$ cat config.mk
export PLATFORM = sky130hd
export DESIGN_NAME = ysyx_25060170_ifu
export DESIGN_NICKNAME = d
export VERILOG_FILES = /design/src/rtl/ysyx_25060170_ifu.sv
export SDC_FILE = /design/constraint.sdc
export NUM_CORES = 1
export LEC_CHECK = 0
export ABC_CLOCK_PERIOD_IN_PS = 1490
export BUFFER_PORTS_ARGS = -buffer_cell sky130_fd_sc_hd__buf_2
export CAP_MARGIN = 30
export CORE_ASPECT_RATIO = 1.25
export CORE_UTILIZATION = 30
export DETAILED_ROUTE_END_ITERATION = 10
export SLEW_MARGIN = 0
export SYNTH_ARGS = -nofsm -noshare
export SYNTH_HDL_FRONTEND = slang
export SYNTH_SLANG_ARGS = --single-unit
$ cat constraint.sdc
create_clock -name clk -period 1.49 [get_ports clk]
set_input_delay 0.2235 -clock clk [delete_from_list [all_inputs] [get_ports clk]]
set_output_delay 0.2235 -clock clk [all_outputs]
set_load 0.05 [all_outputs]
$ cat src/rtl/ysyx_25060170_ifu.sv
// Instruction fetch unit: issues one imem read at the PC, holds the returned word for decode, then advances the PC.
// Latency: request accept -> data registered on rvalid -> held; at least 3 cycles per instruction with zero-wait memory.
// Backpressure: stalls in S_REQ on !imem_req_ready_i, in S_WAIT on !imem_rvalid_i, in S_HOLD on !inst_ready_i.
//
// Ports:
//   clk, rst_n                       single clock, asynchronous active-low reset
//   imem_req_valid_o/_ready_i        fetch request handshake, address on imem_addr_o (== pc_o)
//   imem_rvalid_i, imem_rdata_i      read response, only sampled while waiting for it
//   inst_valid_o/inst_ready_i        hand-off of pc_o/inst_o to the decode stage
//   jump_en_i, jump_pc_i             redirect, sampled only on the inst_valid_o/inst_ready_i handshake
//   fetch_cnt_o                      64-bit retired-fetch counter, present only with
//                                    YSYX_25060170_IFU_PERF_EN defined
module ysyx_25060170_ifu #(
   parameter logic [31:0] RESET_PC = 32'h8000_0000
) (
   input  logic        clk,
   input  logic        rst_n,
   output logic        imem_req_valid_o,
   input  logic        imem_req_ready_i,
   output logic [31:0] imem_addr_o,
   input  logic        imem_rvalid_i,
   input  logic [31:0] imem_rdata_i,
   output logic        inst_valid_o,
   input  logic        inst_ready_i,
   output logic [31:0] pc_o,
   output logic [31:0] inst_o,
   input  logic        jump_en_i,
   input  logic [31:0] jump_pc_i
`ifdef YSYX_25060170_IFU_PERF_EN
   ,
   output logic [63:0] fetch_cnt_o
`endif
);

   typedef enum logic [1:0] {
      S_REQ  = 2'd0,
      S_WAIT = 2'd1,
      S_HOLD = 2'd2
   } state_e;

   state_e      state_q, state_d;
   logic [31:0] pc_q, pc_d;
   logic [31:0] inst_q, inst_d;
   logic        hold_hs;

   // Redirect targets are forced word-aligned, so the low target bits never matter.
   logic        unused_jump_lsbs;
   assign unused_jump_lsbs = ^jump_pc_i[1:0];

   // The only cycle in which the PC may change and jump inputs are looked at.
   assign hold_hs = (state_q == S_HOLD) && inst_ready_i;

   always_comb begin
      state_d = state_q;
      pc_d    = pc_q;
      inst_d  = inst_q;
      case (state_q)
         S_REQ: begin
            if (imem_req_ready_i) begin
               state_d = S_WAIT;
            end
         end
         S_WAIT: begin
            if (imem_rvalid_i) begin
               inst_d  = imem_rdata_i;
               state_d = S_HOLD;
            end
         end
         S_HOLD: begin
            if (inst_ready_i) begin
               pc_d    = jump_en_i ? {jump_pc_i[31:2], 2'b00} : (pc_q + 32'd4);
               state_d = S_REQ;
            end
         end
         default: begin
            // Unreachable encoding: restart the fetch at the current PC.
            state_d = S_REQ;
         end
      endcase
   end

   always_ff @(posedge clk or negedge rst_n) begin
      if (!rst_n) begin
         state_q <= S_REQ;
         pc_q    <= RESET_PC;
         inst_q  <= 32'd0;
      end else begin
         state_q <= state_d;
         pc_q    <= pc_d;
         inst_q  <= inst_d;
      end
   end

   // Handshake outputs are pure decodes of the state register (no input-to-output paths).
   assign imem_req_valid_o = (state_q == S_REQ);
   assign inst_valid_o     = (state_q == S_HOLD);
   assign imem_addr_o      = pc_q;
   assign pc_o             = pc_q;
   assign inst_o           = inst_q;

`ifdef YSYX_25060170_IFU_PERF_EN
   logic [63:0] fetch_cnt_q, fetch_cnt_d;

   always_comb begin
      fetch_cnt_d = fetch_cnt_q;
      if (hold_hs) begin
         fetch_cnt_d = fetch_cnt_q + 64'd1;
      end
   end

   always_ff @(posedge clk or negedge rst_n) begin
      if (!rst_n) begin
         fetch_cnt_q <= 64'd0;
      end else begin
         fetch_cnt_q <= fetch_cnt_d;
      end
   end

   assign fetch_cnt_o = fetch_cnt_q;
`endif

endmodule
## Word level (Yosys, flattened, before mapping)

Index checks and enable logic that the tools add are counted.

| cells by class | value |
|---|---|
| muxes and demuxes | 5 |
| add/sub/neg operators | 1 |
| equality and inequality tests | 5 |
| reductions and logical operators | 4 |

Operators with widths:

| kind | count |
|---|---|
| $add 32x3->32 const B | 1 |
| $mux 32 | 1 |
| $mux 2 | 3 |
| $pmux 2 s3 | 1 |
| $ne 2x1->1 const B | 2 |
| $reduce_and 2->1 | 2 |
| $reduce_and 3->1 | 1 |
| $eq 2x1->1 const B | 1 |
| $eq 2x2->1 const B | 1 |
| $logic_not 2->1 | 1 |
| $ne 2x2->1 const B | 1 |

| storage, ports and cells | value |
|---|---|
| output and inout bits | 98 |
| bits of input ports | 70 |
| logic and storage cells | 18 |
| bits in registers | 66 |

## Longest topological paths before layout

Gate-level depths: netlist of the first run.

| logic depth | value |
|---|---|
| depth in word-level cells | 3 |
| depth in mapped cells | 6 |
| mapped depth without buffers | 5 |

## Worst setup path before layout of the first run

OpenSTA, ideal clock, no wires.

| timing path | value |
|---|---|
| path kind | register to register |
| start point | register pc_q[2], in the netlist imem_addr_o[2] |
| end point | register pc_q[18], in the netlist imem_addr_o[18] |
| data arrival time | 1889 ps |
| cell stages (with the launch flop) | 7 |
| required time | 1420 ps |
| library setup time | 70 ps |
| buffers on the path | 1 |
| slack | -468 ps |
| clock period less this slack | 1958 ps |
| path through | dfrtp_1 > ha_1 > and3_1 > clkbuf_1 > nand2_1 > or3_1 > nand3_1 |

| between the ends | value |
|---|---|
| word-level cells in the longest chain between the ends | 2 |

Ends and longest elaborated chain:

| item | RTL line | source |
|---|---|---|
| start, declared | 42 | `logic [31:0] pc_q, pc_d;` |
| start signal, assigned | 89 | `pc_q <= pc_d;` |
| $add 32x3->32 | 71 | `pc_d = jump_en_i ? {jump_pc_i[31:2], 2'b00} : (pc_q + 32'd4);` |
| $mux 32 | 71 |  |

Every way passes these cells.
A chain may end at the register's enable or synchronous reset.

## Final worst setup path of the first run

| timing path | value |
|---|---|
| start point | register pc_q[18], in the netlist imem_addr_o[18] |
| end point | register pc_q[25], in the netlist imem_addr_o[25] |

Same word-level chain as after synthesis.

==> impl_metrics.toml, run 1 <==
[floorplanning]
io_pins = 168
coreArea_um2 = 11780
die_area_um2 = 12690
die_h_um = 125.7
initial_core_util = 0.3118
rows = 44
die_w_um = 101.0

[worst_hold_path]
holdCritPathClass = "primary input to flip-flop"

[placed_design]
placed_area_um2 = 4716
io_buffers = 161
hpwlAfterDp_um = 8031
gp_congestion = 0.8026
place_worst_setup_slack_ns = -0.07101

[synth]
synth_area_per_cell_um2 = 9.718
ys.flop_type = "dfrtp_1"
synthCells = 378
netlist_top_cells_area = "dfrtp_1 (43%), mux2_2 (9.8%), buf_4 (7.6%)"
yosys-top-cells-count = "dfrtp_1 (63), buf_4 (37), mux2_2 (32), a21oi_1 (20), nand3_1 (20)"
synth_area_um2 = 3674
synthArstFlopShare = 1.000
ys_ff_latch = 64
yosysMostFrequentCell = "dfrtp_1"
synth.distinct_cells = 47
seq_area_frac_synth = 0.4363
synth_top_area_frac = 0.4292
post-synth-top-area-cell = "dfrtp_1"
synth_edf_count = 0
synth.yosys.warnings = 0

[route]
drt_wl_total_um = 10940
vias_per_cell = 5.052
post-route-drc-count = 0
ant_nets = 0
routedWlPerCell_um = 15.46
drtPass1Iterations = 4
via_count = 3577
drtIter0Drc = 226

[final_layout]
nNetsFinal = 613
fin_util = 0.4428
drive_gt1_frac = 0.5631
syn2layout_area_growth_pct = 42.00
antenna_cells = 0
postLayoutCellArea_um2 = 5216

[job]
max-cap-violations = 0

[pwr]
leakagePower_nw = 2.356
finalPower_w = 0.01197
power_density_nw_per_um2 = 2295
peakVddDrop_uv = 1431

[worst_setup_path]
arrival_ns = 1.69
crit_required_ns = 1.69
crit_fanout = 5
end_kind = "flip-flop"
start_kind = "flip-flop"
setup.worst_path.class = "flip-flop to flip-flop"

[cts]
clock_latency_ns = 0.34
clk_path_buf_depth = 2
path_clk_slew_ns = 0.06
cts_root_buffer = "clkbuf_16"
cts_max_level = 3
cts_tree = "built"
numCtsBuffers = 9
clock_sinks = 64

[sta]
fin_skew_ns = 0.004102
maxSlewViolCount = 0
period_minus_slack_ns = 1.482
setup_viol_count_final = 0
fmax_mhz = 674.8
fin_ws_ns = 0.008037
rsz0062_at_grt = "yes"
finalHoldViolCount = 0
fin_crit_sh = 0.9946
setup_tns_ns = 0

[global_routing]
grt_pass1_wl_um = 17040
grt_overflow = 0
antenna_found_initial = 0
grtUsageTotal = 0.1742
grt_max_degree = 65
grt_pass1_vias = 3437

[status]
status = "completed"
[final cells by class]
type                       count  area (µm²)
clock inverter                 7       80.08
tap                          161       201.4
timing repair buffer         210        1242
inverter                      12       45.04
sequential                    64        1633
clock buffer                   9       225.2
multi-input combinational    245        1789
fill                        1229        6565
[report_power, final]
group,switching (W),internal [W]
Combinational,0.00491,0.00188
Sequential,0.000527,0.00250
Clock,0.000852,0.00131
[worst max-delay path: stages (launching register included)]
cell and delay [ns]:
dfrtp_2 0.36, and4_4 0.27, nand4_1 0.22, o311ai_2 0.39, nand3_1 0.11
[worst paths after layout]
check | start | endpoint | slack [ns] | depth (start not counted)
max in group asynchronous | rst_n | imem_addr_o[31]$_DFFE_PN1N_ | 0.73 | 3
min in group asynchronous | rst_n | inst_o[10]$_DFFE_PN0P_ | 0.43 | 3
hold reg to reg | inst_o[18]$_DFFE_PN0P_ | inst_o[18]$_DFFE_PN0P_ | 0.50 | 1
hold / removal | inst_ready_i | state_q[1]$_DFFE_PN0P_ | 0.11 | 2
setup / recovery | imem_addr_o[18]$_DFFE_PN0N_ | imem_addr_o[25]$_DFFE_PN0N_ | 0.008 | 4
setup reg to reg | imem_addr_o[18]$_DFFE_PN0N_ | imem_addr_o[25]$_DFFE_PN0N_ | 0.008 | 4
[placed cells by master, fill, tap and decap left out, types with 3 or more instances in the layout]
cell / n
nor3_2: 5
a22o_1: 3
dfrtp_1: 39
mux2_2: 32
buf_4: 42
buf_6: 3
and4_1: 3
o31ai_1: 4
a22oi_1: 3
nor4_1: 3
nor2_1: 19
o21ai_0: 16
a21oi_1: 19
dfrtp_2: 24
and4_4: 4
or3_1: 5
nand2b_1: 3
nand4_1: 16
buf_12: 4
nand3_1: 18
o21ai_1: 3
a311oi_2: 4
mux2i_1: 5
nand2_1: 15
buf_2: 159
inv_1: 12
nand3b_1: 5
a31oi_1: 4
clkbuf_16: 9
conb_1: 4
and3_1: 6
nor3_1: 12
[flip-flops by register name, summed over array words and instances (netlist names)]
register     count
state_q          2
inst_o          32
imem_addr_o     30
[routing by layer]
layer / vias to the layer above / GRT usage / wire length (µm)
met5: - / 0 / 0
met4: 0 / 0.06991 / 217
met3: 16 / 0.04717 / 791
met2: 145 / 0.2913 / 5520
met1: 1726 / 0.2107 / 4413
li1: 1690 / - / -
[logic make-up after synthesis]
kind of cell / after synthesis / share of synthesized area
buffers and inverters: 72 / 0.1168
AND/OR/NAND/NOR: 127 / 0.1958
adder cells (fa/ha/maj): 1 / 0.003405
multiplexers: 37 / 0.1117
other: 1 / 0.001021
flip-flops: 64 / 0.4363
AO/OA/AOI/OAI: 76 / 0.1349
[through the flow]
step,hold WS [ns],instances
after floorplan,-0.07209,381
after global placement,0.2684,685
after detailed placement,0.2707,685
after CTS,0.1053,702
after global routing,0.1116,708
final,0.1108,708
[what timing repair did]
item                                   in CTS  in global routing
setup buffers                               0                  6
cloned                                      0                  0
setup endpoints to repair                  11                 18
endpoints found under the hold margin      63                  0
resized for setup                           7                 28
hold buffers                                1                  0
pin swaps                                   2                  6
No activity file was read; power rests on OpenSTA's default activity.
==> run 2: changes to the inputs <==
--- a/config.mk
+++ b/config.mk
@@ -5,7 +5,7 @@
 export SDC_FILE = /design/constraint.sdc
 export NUM_CORES = 1
 export LEC_CHECK = 0
-export ABC_CLOCK_PERIOD_IN_PS = 1490
+export ABC_CLOCK_PERIOD_IN_PS = 1500
 export BUFFER_PORTS_ARGS = -buffer_cell sky130_fd_sc_hd__buf_2
 export CAP_MARGIN = 30
 export CORE_ASPECT_RATIO = 1.25
==> constraint.sdc (replaced) <==
create_clock -name clk -period 1.5 [get_ports clk]
set_input_delay 0.225 -clock clk [delete_from_list [all_inputs] [get_ports clk]]
set_output_delay 0.225 -clock clk [all_outputs]
set_load 0.05 [all_outputs]
==> run 2 against run 1 <==
Effect of this change: combinational power about the same; critical endpoint is now imem_addr_o[26]; global-route usage is 0.47 points higher; critical path depth shrank 1; clock power grew 6%; register-to-register slack gained 0.04 ns; sequential power is 2% lower; largest cell class unchanged; sequential cell count unchanged; largest power group unchanged; wire length rose by 2.5%; die area stayed put; utilization grew 0.92 points; power increased by 0.72%; first-iteration DRC count shrank 16%.
==> impl_metrics.toml, run 2 (synthesis gave the netlist of run 1 again) <==
[floorplanning]
die_area_um2 = 12690
die_w_um = 101.0
io_pins = 168
initial_core_util = 0.3118
coreArea_um2 = 11780
die_h_um = 125.7
rows = 44

[worst_setup_path]
slowest_stage = "dfrtp_2"
crit_fanout = 3
start_kind = "flip-flop"
cp_slowest_stage_delay_ns = 0.43
end_kind = "output port"
arrival_ns = 1.25
cp_cell_sequence = "buf_4 -> buf_4 -> buf_2"
setup.worst_path.class = "flip-flop to output port"
crit_required_ns = 1.27
path_common_cell = "buf_4"

[cts]
clock_sinks = 64
numCtsBuffers = 9
clk_path_buf_depth = 2
clock_latency_ns = 0.33
path_clk_slew_ns = 0.06
cts_tree = "built"
cts_root_buffer = "clkbuf_16"
cts_max_level = 3

[sta]
rsz0062_at_grt = "yes"
fmax_mhz = 680.0
setup_tns_ns = 0
finalHoldViolCount = 0
fin_crit_sh = 0.9804
setup_viol_count_final = 0
maxSlewViolCount = 0
period_minus_slack_ns = 1.471
fin_skew_ns = 0.007508

[route]
drtPass1Iterations = 4
routedWlPerCell_um = 15.59
post-route-drc-count = 0
drt_wl_total_um = 11210
ant_nets = 0
vias_per_cell = 4.961
drtIter0Drc = 189
via_count = 3567

[global_routing]
grt_max_degree = 65
grt_pass1_vias = 3501
antenna_found_initial = 0
grt_overflow = 0
grtUsageTotal = 0.1789
grt_pass1_wl_um = 17500

[final_layout]
postLayoutCellArea_um2 = 5325
antenna_cells = 0
layout_common_cells = "buf_2 (159), buf_4 (52), dfrtp_1 (39)"
multiInputGateArea_um2 = 1807
mostFrequentLayoutCell = "buf_2"
syn2layout_area_growth_pct = 44.96
drive_gt1_frac = 0.5771
nNetsFinal = 624
final_cells = 719
register_area_um2 = 1633
largest_register_ffs = 32
fillers = 1195

[job]
max-cap-violations = 0

[pwr]
p_seq_frac = 0.247
leakagePower_nw = 2.399
peakVddDrop_uv = 1412
power.switching_w = 0.006247
p_sw_frac = 0.5180
p_int_w = 0.005812
p_comb_frac = 0.563
power_density_nw_per_um2 = 2265
clock_power_share = 0.189

[placed_design]
placed_area_um2 = 4746
io_buffers = 161
dp.cells = 689
hpwlAfterDp_um = 8091
gp_congestion = 0.8075

[worst_hold_path]
holdCritPathClass = "primary input to flip-flop"

[status]
status = "completed"
run 2: changes by cell type in the layout (fill, tap and decap cells not counted), moves of 2 or more:
cell and change:
inv_6 -2, buf_4 +10, o21ai_1 -2, and4_2 +2, a311oi_1 +2, o21ai_0 +2
a311oi_2 -2
run 2: final cells by class:
class / count / area share
timing repair buffer: 220 / 0.2474
inverter: 12 / 0.008459
clock buffer: 9 / 0.04229
clock inverter: 7 / 0.01809
multi-input combinational: 246 / 0.3393
tap: 161 / 0.03783
sequential: 64 / 0.3066
run 2: timing repair:
action	CTS	global route
hold buffers	1	0
gates resized for setup	7	29
cloned	0	1
setup endpoints to repair	10	18
pin swaps	0	6
setup buffers	0	12
hold endpoints to repair	63	0
run 2: stage by stage:
step | hold slack (ns) | utilization | power (W) | worst slack (ns)
after floorplan | -0.07059 | - | 0.008107 | -0.1337
after global placement | 0.2688 | 0.4028 | 0.009541 | -0.03509
after detailed placement | 0.2710 | 0.4028 | 0.009651 | -0.06399
after CTS | 0.1082 | 0.4333 | 0.01199 | 0.006727
after global routing | 0.1128 | 0.4520 | 0.01261 | -0.02149
final | 0.1228 | 0.4520 | 0.01206 | 0.02935
run 2: final timing paths:
path / start / to / slack [ns] / cells past startpoint
setup / recovery: imem_addr_o[26]$_DFFE_PN0N_ / imem_addr_o[26] / 0.03 / 3
hold / removal: imem_rdata_i[0] / inst_o[0]$_DFFE_PN0P_ / 0.12 / 2
setup reg to reg: state_q[0]$_DFFE_PN0P_ / imem_addr_o[24]$_DFFE_PN0N_ / 0.05 / 5
hold reg to reg: inst_o[14]$_DFFE_PN0P_ / inst_o[14]$_DFFE_PN0P_ / 0.50 / 1
max in group asynchronous: rst_n / imem_addr_o[31]$_DFFE_PN1N_ / 0.74 / 3
min in group asynchronous: rst_n / inst_o[2]$_DFFE_PN0P_ / 0.45 / 3
run 2: critical path, delay by kind of cell, from the launching register on:
kind | cells | cell delay, ns
buffers and inverters | 3 | 0.48
DFF | 1 | 0.43
run 2: power by group through the flow:
stage	Clock (W)	Sequential [W]	Combinational [W]
floorplan	0	0.00554	0.00256
global placement	0	0.00294	0.00660
detailed placement	0	0.00299	0.00666
CTS	0.00233	0.00297	0.00669
global route	0.00239	0.00310	0.00712
finish	0.00228	0.00298	0.00679
run 2: layer usage:
layer | global-route usage | share of wire
met5 | 0 | 0
met4 | 0.09037 | 0.029
met3 | 0.04329 | 0.067
met2 | 0.2929 | 0.48
met1 | 0.2176 | 0.42
